`src/rtl/p2s_lanes_pkg.sv`:
```
// Purpose: shared definitions for the p2s_lanes parallel-to-serial transmitter.
//   Default geometry and the FSM encoding; the encoding is also used by the
//   downstream s2p framing checks, so the values are fixed.
package p2s_lanes_pkg;

    localparam int unsigned P2S_LANES_DEF = 4;
    localparam int unsigned P2S_WIDTH_DEF = 8;

    typedef enum logic {
        P2S_IDLE  = 1'b0,
        P2S_SHIFT = 1'b1
    } p2s_state_e;

endpackage

```
`src/rtl/p2s_lane.sv`:
```
// Purpose: one serial lane, a WIDTH-bit load/shift register, MSB first.
// Ports:
//   CLK        clock, all updates on posedge
//   reset      asynchronous active-low reset
//   ENB        enable; low freezes the lane
//   load       present load_data MSB now, keep the rest for shifting
//   shift      present the next stored bit
//   clear      drive the serial output low (line idle)
//   load_data  WIDTH-bit word to serialize
//   s_bit      registered serial output
module p2s_lane
    import p2s_lanes_pkg::*;
#(
    parameter int unsigned WIDTH = P2S_WIDTH_DEF
) (
    input  logic             CLK,
    input  logic             reset,
    input  logic             ENB,
    input  logic             load,
    input  logic             shift,
    input  logic             clear,
    input  logic [WIDTH-1:0] load_data,
    output logic             s_bit
);

    logic [WIDTH-1:0] shifter;

    // Serial bit is registered alongside the shifter so it leaves on the load edge.
    always_ff @(posedge CLK or negedge reset) begin
        if (!reset) begin
            shifter <= '0;
            s_bit   <= 1'b0;
        end else if (ENB) begin
            if (load) begin
                s_bit   <= load_data[WIDTH-1];
                shifter <= load_data << 1;
            end else if (shift) begin
                s_bit   <= shifter[WIDTH-1];
                shifter <= shifter << 1;
            end else if (clear) begin
                s_bit   <= 1'b0;
            end
        end
    end

endmodule

```
`src/rtl/p2s_lanes.sv`:
```
// Purpose: multi-lane parallel-to-serial transmit stage feeding the s2p deserializer.
//   One word set (LANES bytes) per valid/ready handshake, each byte shifted out
//   MSB-first on its own lane; frame_out marks the MSB of every byte. A one-entry
//   hold register allows back-to-back word sets with no gap bits.
// Ports:
//   CLK        clock
//   reset      asynchronous active-low reset
//   ENB        enable; low freezes all state and blocks acceptance
//   data_in    lane k byte = data_in[k*WIDTH +: WIDTH]
//   in_valid   data_in valid this cycle
//   in_ready   combinational: ENB & ~hold_full
//   s_out      registered serial bit per lane
//   frame_out  registered; high while the MSB of a word is on s_out
//   busy       registered; high while shifting
//   underrun   registered one-cycle pulse when a word ends with nothing held
module p2s_lanes
    import p2s_lanes_pkg::*;
#(
    parameter int unsigned LANES = P2S_LANES_DEF,
    parameter int unsigned WIDTH = P2S_WIDTH_DEF
) (
    input  logic                   CLK,
    input  logic                   reset,
    input  logic                   ENB,
    input  logic [LANES*WIDTH-1:0] data_in,
    input  logic                   in_valid,
    output logic                   in_ready,
    output logic [LANES-1:0]       s_out,
    output logic                   frame_out,
    output logic                   busy,
    output logic                   underrun
);

    localparam int unsigned       CNT_W    = $clog2(WIDTH);
    localparam logic [CNT_W-1:0]  LAST_BIT = CNT_W'(WIDTH - 1);

    p2s_state_e             state;
    // Index of the bit currently on s_out, counted from the MSB (0 = MSB).
    logic [CNT_W-1:0]       bit_cnt;
    logic [LANES*WIDTH-1:0] hold;
    logic                   hold_full;

    logic accept_c;
    logic last_c;
    logic load_c;
    logic shift_c;
    logic idle_c;

    assign in_ready = ENB && !hold_full;

    // Step decode; a load on the last bit gives gap-free streaming.
    always_comb begin
        accept_c = in_valid && in_ready;
        last_c   = (bit_cnt == LAST_BIT);
        load_c   = hold_full && ((state == P2S_IDLE) || last_c);
        shift_c  = (state == P2S_SHIFT) && !last_c;
        idle_c   = (state == P2S_SHIFT) && last_c && !hold_full;
    end

    // Control FSM, hold register and flags.
    always_ff @(posedge CLK or negedge reset) begin
        if (!reset) begin
            state     <= P2S_IDLE;
            bit_cnt   <= '0;
            hold      <= '0;
            hold_full <= 1'b0;
            frame_out <= 1'b0;
            busy      <= 1'b0;
            underrun  <= 1'b0;
        end else if (ENB) begin
            underrun <= 1'b0;
            if (accept_c) begin
                hold      <= data_in;
                hold_full <= 1'b1;
            end
            if (load_c) begin
                state     <= P2S_SHIFT;
                bit_cnt   <= '0;
                hold_full <= 1'b0;
                frame_out <= 1'b1;
                busy      <= 1'b1;
            end else if (shift_c) begin
                bit_cnt   <= bit_cnt + CNT_W'(1);
                frame_out <= 1'b0;
            end else if (idle_c) begin
                state     <= P2S_IDLE;
                frame_out <= 1'b0;
                busy      <= 1'b0;
                underrun  <= 1'b1;
            end
        end
    end

    // One shift register per lane, all stepped by the shared controls.
    for (genvar k = 0; k < LANES; k++) begin : g_lane
        p2s_lane #(
            .WIDTH(WIDTH)
        ) u_lane (
            .CLK      (CLK),
            .reset    (reset),
            .ENB      (ENB),
            .load     (load_c),
            .shift    (shift_c),
            .clear    (idle_c),
            .load_data(hold[k*WIDTH +: WIDTH]),
            .s_bit    (s_out[k])
        );
    end

endmodule

```
`config.mk`:
```
export PLATFORM = sky130hd
export DESIGN_NAME = p2s_lanes
export DESIGN_NICKNAME = d
export VERILOG_FILES = /design/src/rtl/p2s_lanes_pkg.sv /design/src/rtl/p2s_lane.sv /design/src/rtl/p2s_lanes.sv
export SDC_FILE = /design/constraint.sdc
export NUM_CORES = 1
export LEC_CHECK = 0
export BUFFER_PORTS_ARGS = -buffer_cell sky130_fd_sc_hd__buf_4
export CORE_UTILIZATION = 52
export DETAILED_ROUTE_END_ITERATION = 8
export GPL_TIMING_DRIVEN = 0
export PLACE_DENSITY_LB_ADDON = 0.1
export SETUP_SLACK_MARGIN = 0.3
export SYNTH_ARGS = -nofsm -noshare
export SYNTH_HDL_FRONTEND = slang
export SYNTH_SLANG_ARGS = --single-unit
```
`constraint.sdc`:
```
create_clock -name CLK -period 2.4 [get_ports CLK]
set_input_delay 0 -clock CLK [delete_from_list [all_inputs] [get_ports CLK]]
set_output_delay 0 -clock CLK [all_outputs]
set_load 0.005 [all_outputs]
```
; ---- After elaboration in Yosys (flattened, before gate mapping)
; Index checks and enable logic that the tools add are counted.
[op_classes]
n_addsub = 1
n_eq_ne = 2
n_reduce_logical = 18
n_bitwise = 1
mux = 28
[op_table]
columns = operator, count
row1 = 2-to-1 mux 8 bit, 8
row2 = 2-to-1 mux 1 bit, 18
row3 = AND reduction 2 bit, 4
row4 = logical AND 1 bit, 6
row5 = 2-to-1 mux 3 bit, 2
row6 = nonzero test 2 bit, 3
row7 = adder 3 x 1 -> 3 bit (second input constant), 1
row8 = == test 3 bit (second input constant), 1
row9 = AND reduction 3 bit, 1
row10 = nonzero test 3 bit, 1
row11 = logical NOT 1 bit, 2
row12 = != test 2 x 1 -> 1 bit (second input constant), 1
row13 = logical OR 1 bit, 1
row14 = NOT 1 bit, 1
[totals]
output_inout_bits = 8
word_cells = 64
ff_bits = 75
in_bits = 36

; ---- Logic depth before layout (Yosys ltp)
[logic_depth]
word_depth = 6
mapped_depth = 7
ltp_nobuf = 5

; ---- Cells and area by module
; Synthesis repeated with hierarchy kept, for this count alone.
[unflattened]
cells_unflattened = 250
area_unflattened_um2 = 3239.4
[modules_own_cells]
columns = module, cells_each, area_each_um2, instances, seq_area_each_um2
row1 = p2s_lanes, 98, 1672.9, 1, 975.9
row2 = p2s_lane, 38, 391.6, 4, 200.2

; ---- Worst setup path before layout
; OpenSTA, ideal clock, no wires.
[synth_timing]
path_type = register -> register
start = register bit_cnt[0]
end = register g_lane[1].u_lane.shifter[2]
path_stages_with_launch = 8
t_arrival_ps = 1612
setup_slack_ps = 708
required_ps = 2321
setup_time_ps = 79
path_cell_list = dfrtp_1 -> ha_1 -> ha_1 -> and2b_4 -> o21a_1 -> buf_6 -> buf_6 -> a2bb2oi_1
[synth_via]
elab_chain_len = 5
elab_cells_between_ends = 8
classes_between = eq/ne (1) / mux (1) / reduce/logical (6)
[synth_rtl]
columns = item, line_no
row1 = start: declaration, p2s_lanes.sv:39  ; logic [CNT_W-1:0] bit_cnt;
row2 = start signal: assignment, p2s_lanes.sv:83  ; bit_cnt <= bit_cnt + CNT_W'(1);
row3 = == test 3 bit (*), p2s_lanes.sv:54  ; last_c = (bit_cnt == LAST_BIT);
row4 = logical NOT 1 bit / logical OR 1 bit (equally long branches), "p2s_lanes.sv:56, p2s_lanes.sv:55"
row5 = "logical AND 1 bit, on equally long branches", "p2s_lanes.sv:56, p2s_lanes.sv:55"
row6 = nonzero test 2 bit (no line), --
row7 = AND reduction 2 bit (no line), --
row8 = end signal: assignment, p2s_lane.sv:36  ; shifter <= load_data << 1;
row9 = end signal: assignment, p2s_lane.sv:39  ; shifter <= shifter << 1;
row10 = end: declaration, p2s_lane.sv:26  ; logic [WIDTH-1:0] shifter;
; Mark *: on every way between the ends. The rest lies on a longest branch, timed or not.
; A chain may end at the register's enable or synchronous reset.

; ---- Final worst setup path
[layout_timing]
start = register bit_cnt[0]
end = register g_lane[3].u_lane.shifter[3]
[layout_via]
elab_chain_len = 5
elab_cells_between_ends = 8
classes_between = eq/ne (1) / mux (1) / reduce/logical (6)
[layout_rtl]
columns = item, line_no
row1 = == test 3 bit (*), p2s_lanes.sv:54
row2 = logical NOT 1 bit / logical OR 1 bit (equally long branches), "p2s_lanes.sv:56, p2s_lanes.sv:55"
row3 = "logical AND 1 bit, on equally long branches", "p2s_lanes.sv:56, p2s_lanes.sv:55"
row4 = nonzero test 2 bit (no line), --
row5 = AND reduction 2 bit (no line), --
row6 = end signal: assignment, p2s_lane.sv:36
row7 = end signal: assignment, p2s_lane.sv:39
row8 = end: declaration, p2s_lane.sv:26
; Marked as above.

==> metrics <==
status=complete, no violations; Worst setup endpoint=g_lane[3].u_lane.shifter[3]$_DFFE_PN0P_; WHS=79.3 ps; fillers=453; register area=0.00178 sq mm; Root Driver=clkbuf_8; Post-synth EDFFs=0; critical path, cell by cell=ha_1 > ha_1 > and2b_4 > o21a_1 > buf_6 > buf_8 > a2bb2oi_1; final-report setup violation count=0; total global routing track utilization=21.5%; Die ar.=0.00662 sq mm; worst path buffer plus inverter count=2; kind of critical path=reg2reg; Seq pwr share=41.8%; post-synth cell types=29; Worst Path Arrival=2170 ps; CP max-delay cell=dfrtp_1; top routing layer in use=met4; Port Buffers=42; post-synthesis sequential area ratio=54.2%; Synth Instances=241; yosys synthesis warning count=0; total CTS buffers=9; Place WS=511 ps; CTS resizes=0; total negative slack=0 ps; Max H-tree Level=3; power per cell area=1150 mW/mm^2; area delta synth->final=29.7%; CTS tree=done; Slowest Stage Delay on Critical Path=420 ps; Row Count=28; Die Wd=81.4 um; r2r startpoint=bit_cnt[0]$_DFFE_PN0P_; clock transition at the registers of the reported paths=70 ps; Routed wire per std cell=15.5 um; fin nets=366; Clock Latency Late Sink=350 ps; DRC errors left=0; 1st-iter DRT viols=123; chip height=81.4 um; GPL Wtd Cong=0.758; largest cells by area after synthesis=dfrtp_1 (54%), mux2_1 (7.9%), mux2i_1 (7.3%); Via Count=2,160; fin cells=408; Peak supply drop=0.591 mV; Int Pwr=3.40 mW; Max-Slew Margin vs Limit=40.9%; Placed Cells=358; first-pass GRT wire length=10,300 um; r2r setup slk=500 ps; Yosys reg bits=71; final hold violations=0; P_sw=1.47 mW; logic gate share of total power=36.2%; IO Count=44; asr flop ratio synth=100%; HPWL Detailed=3960 um; placed instance area=0.00369 sq mm; most common cell in the synthesized netlist=dfrtp_1; DRT antenna net count=0; Final Max Tran Viols=0; Fmax achieved=0.526 GHz; Worst setup startpoint=bit_cnt[0]$_DFFE_PN0P_; reg-to-reg endpoint=g_lane[3].u_lane.shifter[3]$_DFFE_PN0P_; post-synth top area share=54.2%; family with the most delay on the worst path=adder cells; hold_buf cts=34; Finished Core Util=70.9%; worst-margin pin slew=886 ps; Congestion Overflow GR=0; crit-path max FO=10; Initial Utilization=54.7%; commonest cells in the netlist=dfrtp_1 (71), nand2b_1 (26), mux2i_1 (24); number of max-cap violations=0; vias in the first global route=2,143; met1 wire length=3030 um; initial antenna violation count=0; antenna cells=0; Clock Path Buffers=2; Critical Path Stages=7; routed vias/inst=5.29; Synth Net Count=279; syn avg cell area=13.6 sq um; share of layout cells above drive strength 1=28.5%; fin crit share=79.3%; Tmin final=1900 ps; CP endpoint kind=register; Sink Count=71; clock share of power=22.0%; critical path required time=2670 ps; leakage=1.87 nW; Synth Flop Type=dfrtp_1; setup repair bufs after CTS=0; multi-input combinational cell area=0.00131 sq mm; most frequent CP cell=ha_1; largest net degree at the start of global routing=72; Final Worst Setup Slack=497 ps; drt first pass iters=4; core area=0.00599 sq mm; R2R depth=7; RSZ-0062 raised after global routing=no; largest area contributor in the netlist=dfrtp_1; routed length on met2=2970 um; Detail Route met3 WL=203 um; clk_skew=8.39 ps; startpoint types=register; switching share of power=30.1%; drt total wl=6310 um; HP Class=in2reg; Finished Cell Area=0.00425 sq mm; Cell Area, Synth=0.00328 sq mm; Overall Power=4.87 mW
==> cells in the final DEF, fill, tap and decap left out, drive strengths merged, types with 2 or more instances in the layout <==
master       instances
dfrtp               71
buf                 61
dlygate4sd3         34
mux2                32
nand2b              26
mux2i               25
a2bb2oi             24
clkbuf              14
nand2                9
o21ai                7
a22o                 5
a31oi                5
and3b                4
a32o                 2
ha                   2
bufinv               2
and2b                2
clkinv               2
==> power by group through the flow <==
stage	Sequential, mW	Combinational [mW]	Clock [mW]
6_report	2.04	1.76	1.07
5_1_grt	2.09	1.94	1.15
4_1_cts	2.04	1.79	1.09
3_5_place_dp	2.06	1.73	0
3_3_place_gp	2.03	1.69	0
2_1_floorplan	1.96	1.37	0
==> cells by family (layout without fill, tap and decap cells) <==
group | Yosys count | count (layout) | synth area share, %
AO/OA/AOI/OAI | 46 | 46 | 12.2
flip-flops | 71 | 71 | 54.2
adder cells (fa/ha/maj) | 2 | 2 | 0.764
AND/OR/NAND/NOR | 42 | 42 | 8.06
multiplexers | 57 | 57 | 19.0
buffers and inverters | 23 | 115 | 5.77
==> worst min-delay path by stage <==
stage / cells after the start / start / endpoint / slack, ps
2_1_floorplan: 0 / reset / bit_cnt[0]$_DFFE_PN0P_ / -300
3_3_place_gp: 1 / reset / g_lane[0].u_lane.s_bit$_DFFE_PN0P_ / 180
3_5_place_dp: 1 / reset / hold[7]$_DFFE_PN0P_ / 190
4_1_cts: 3 / in_valid / hold[27]$_DFFE_PN0P_ / 70
5_1_grt: 3 / in_valid / hold[27]$_DFFE_PN0P_ / 70
6_report: 3 / in_valid / hold[29]$_DFFE_PN0P_ / 80
==> per-layer routing <==
metal,up-vias,GRT usage (%)
li1,1039,-
met1,1074,28.2
met2,37,33.3
met3,10,6.07
met4,0,9.11
met5,-,0
==> state kept, by name, summed over array words and instances, names as in the netlist <==
signal / flops
hold: 32
g_lane.u_lane.shifter: 28
g_lane.u_lane.s_bit: 4
bit_cnt: 3
frame_out: 1
hold_full: 1
state: 1
underrun: 1
==> area by class of cell <==
cell class | count | area share (%)
buffer | 22 | 4.36
inverter | 1 | 0.0883
sequential | 71 | 41.8
tap | 75 | 2.21
timing repair buffer | 76 | 15.4
multi-input combinational | 147 | 30.9
clock buffer | 11 | 3.33
clock inverter | 5 | 1.91
==> tightest hold or removal path, cell delays in order <==
cell,delay [ps]
buf_4,120
nand2_4,120
mux2_2,160
Power figures use the tool's default switching activity.
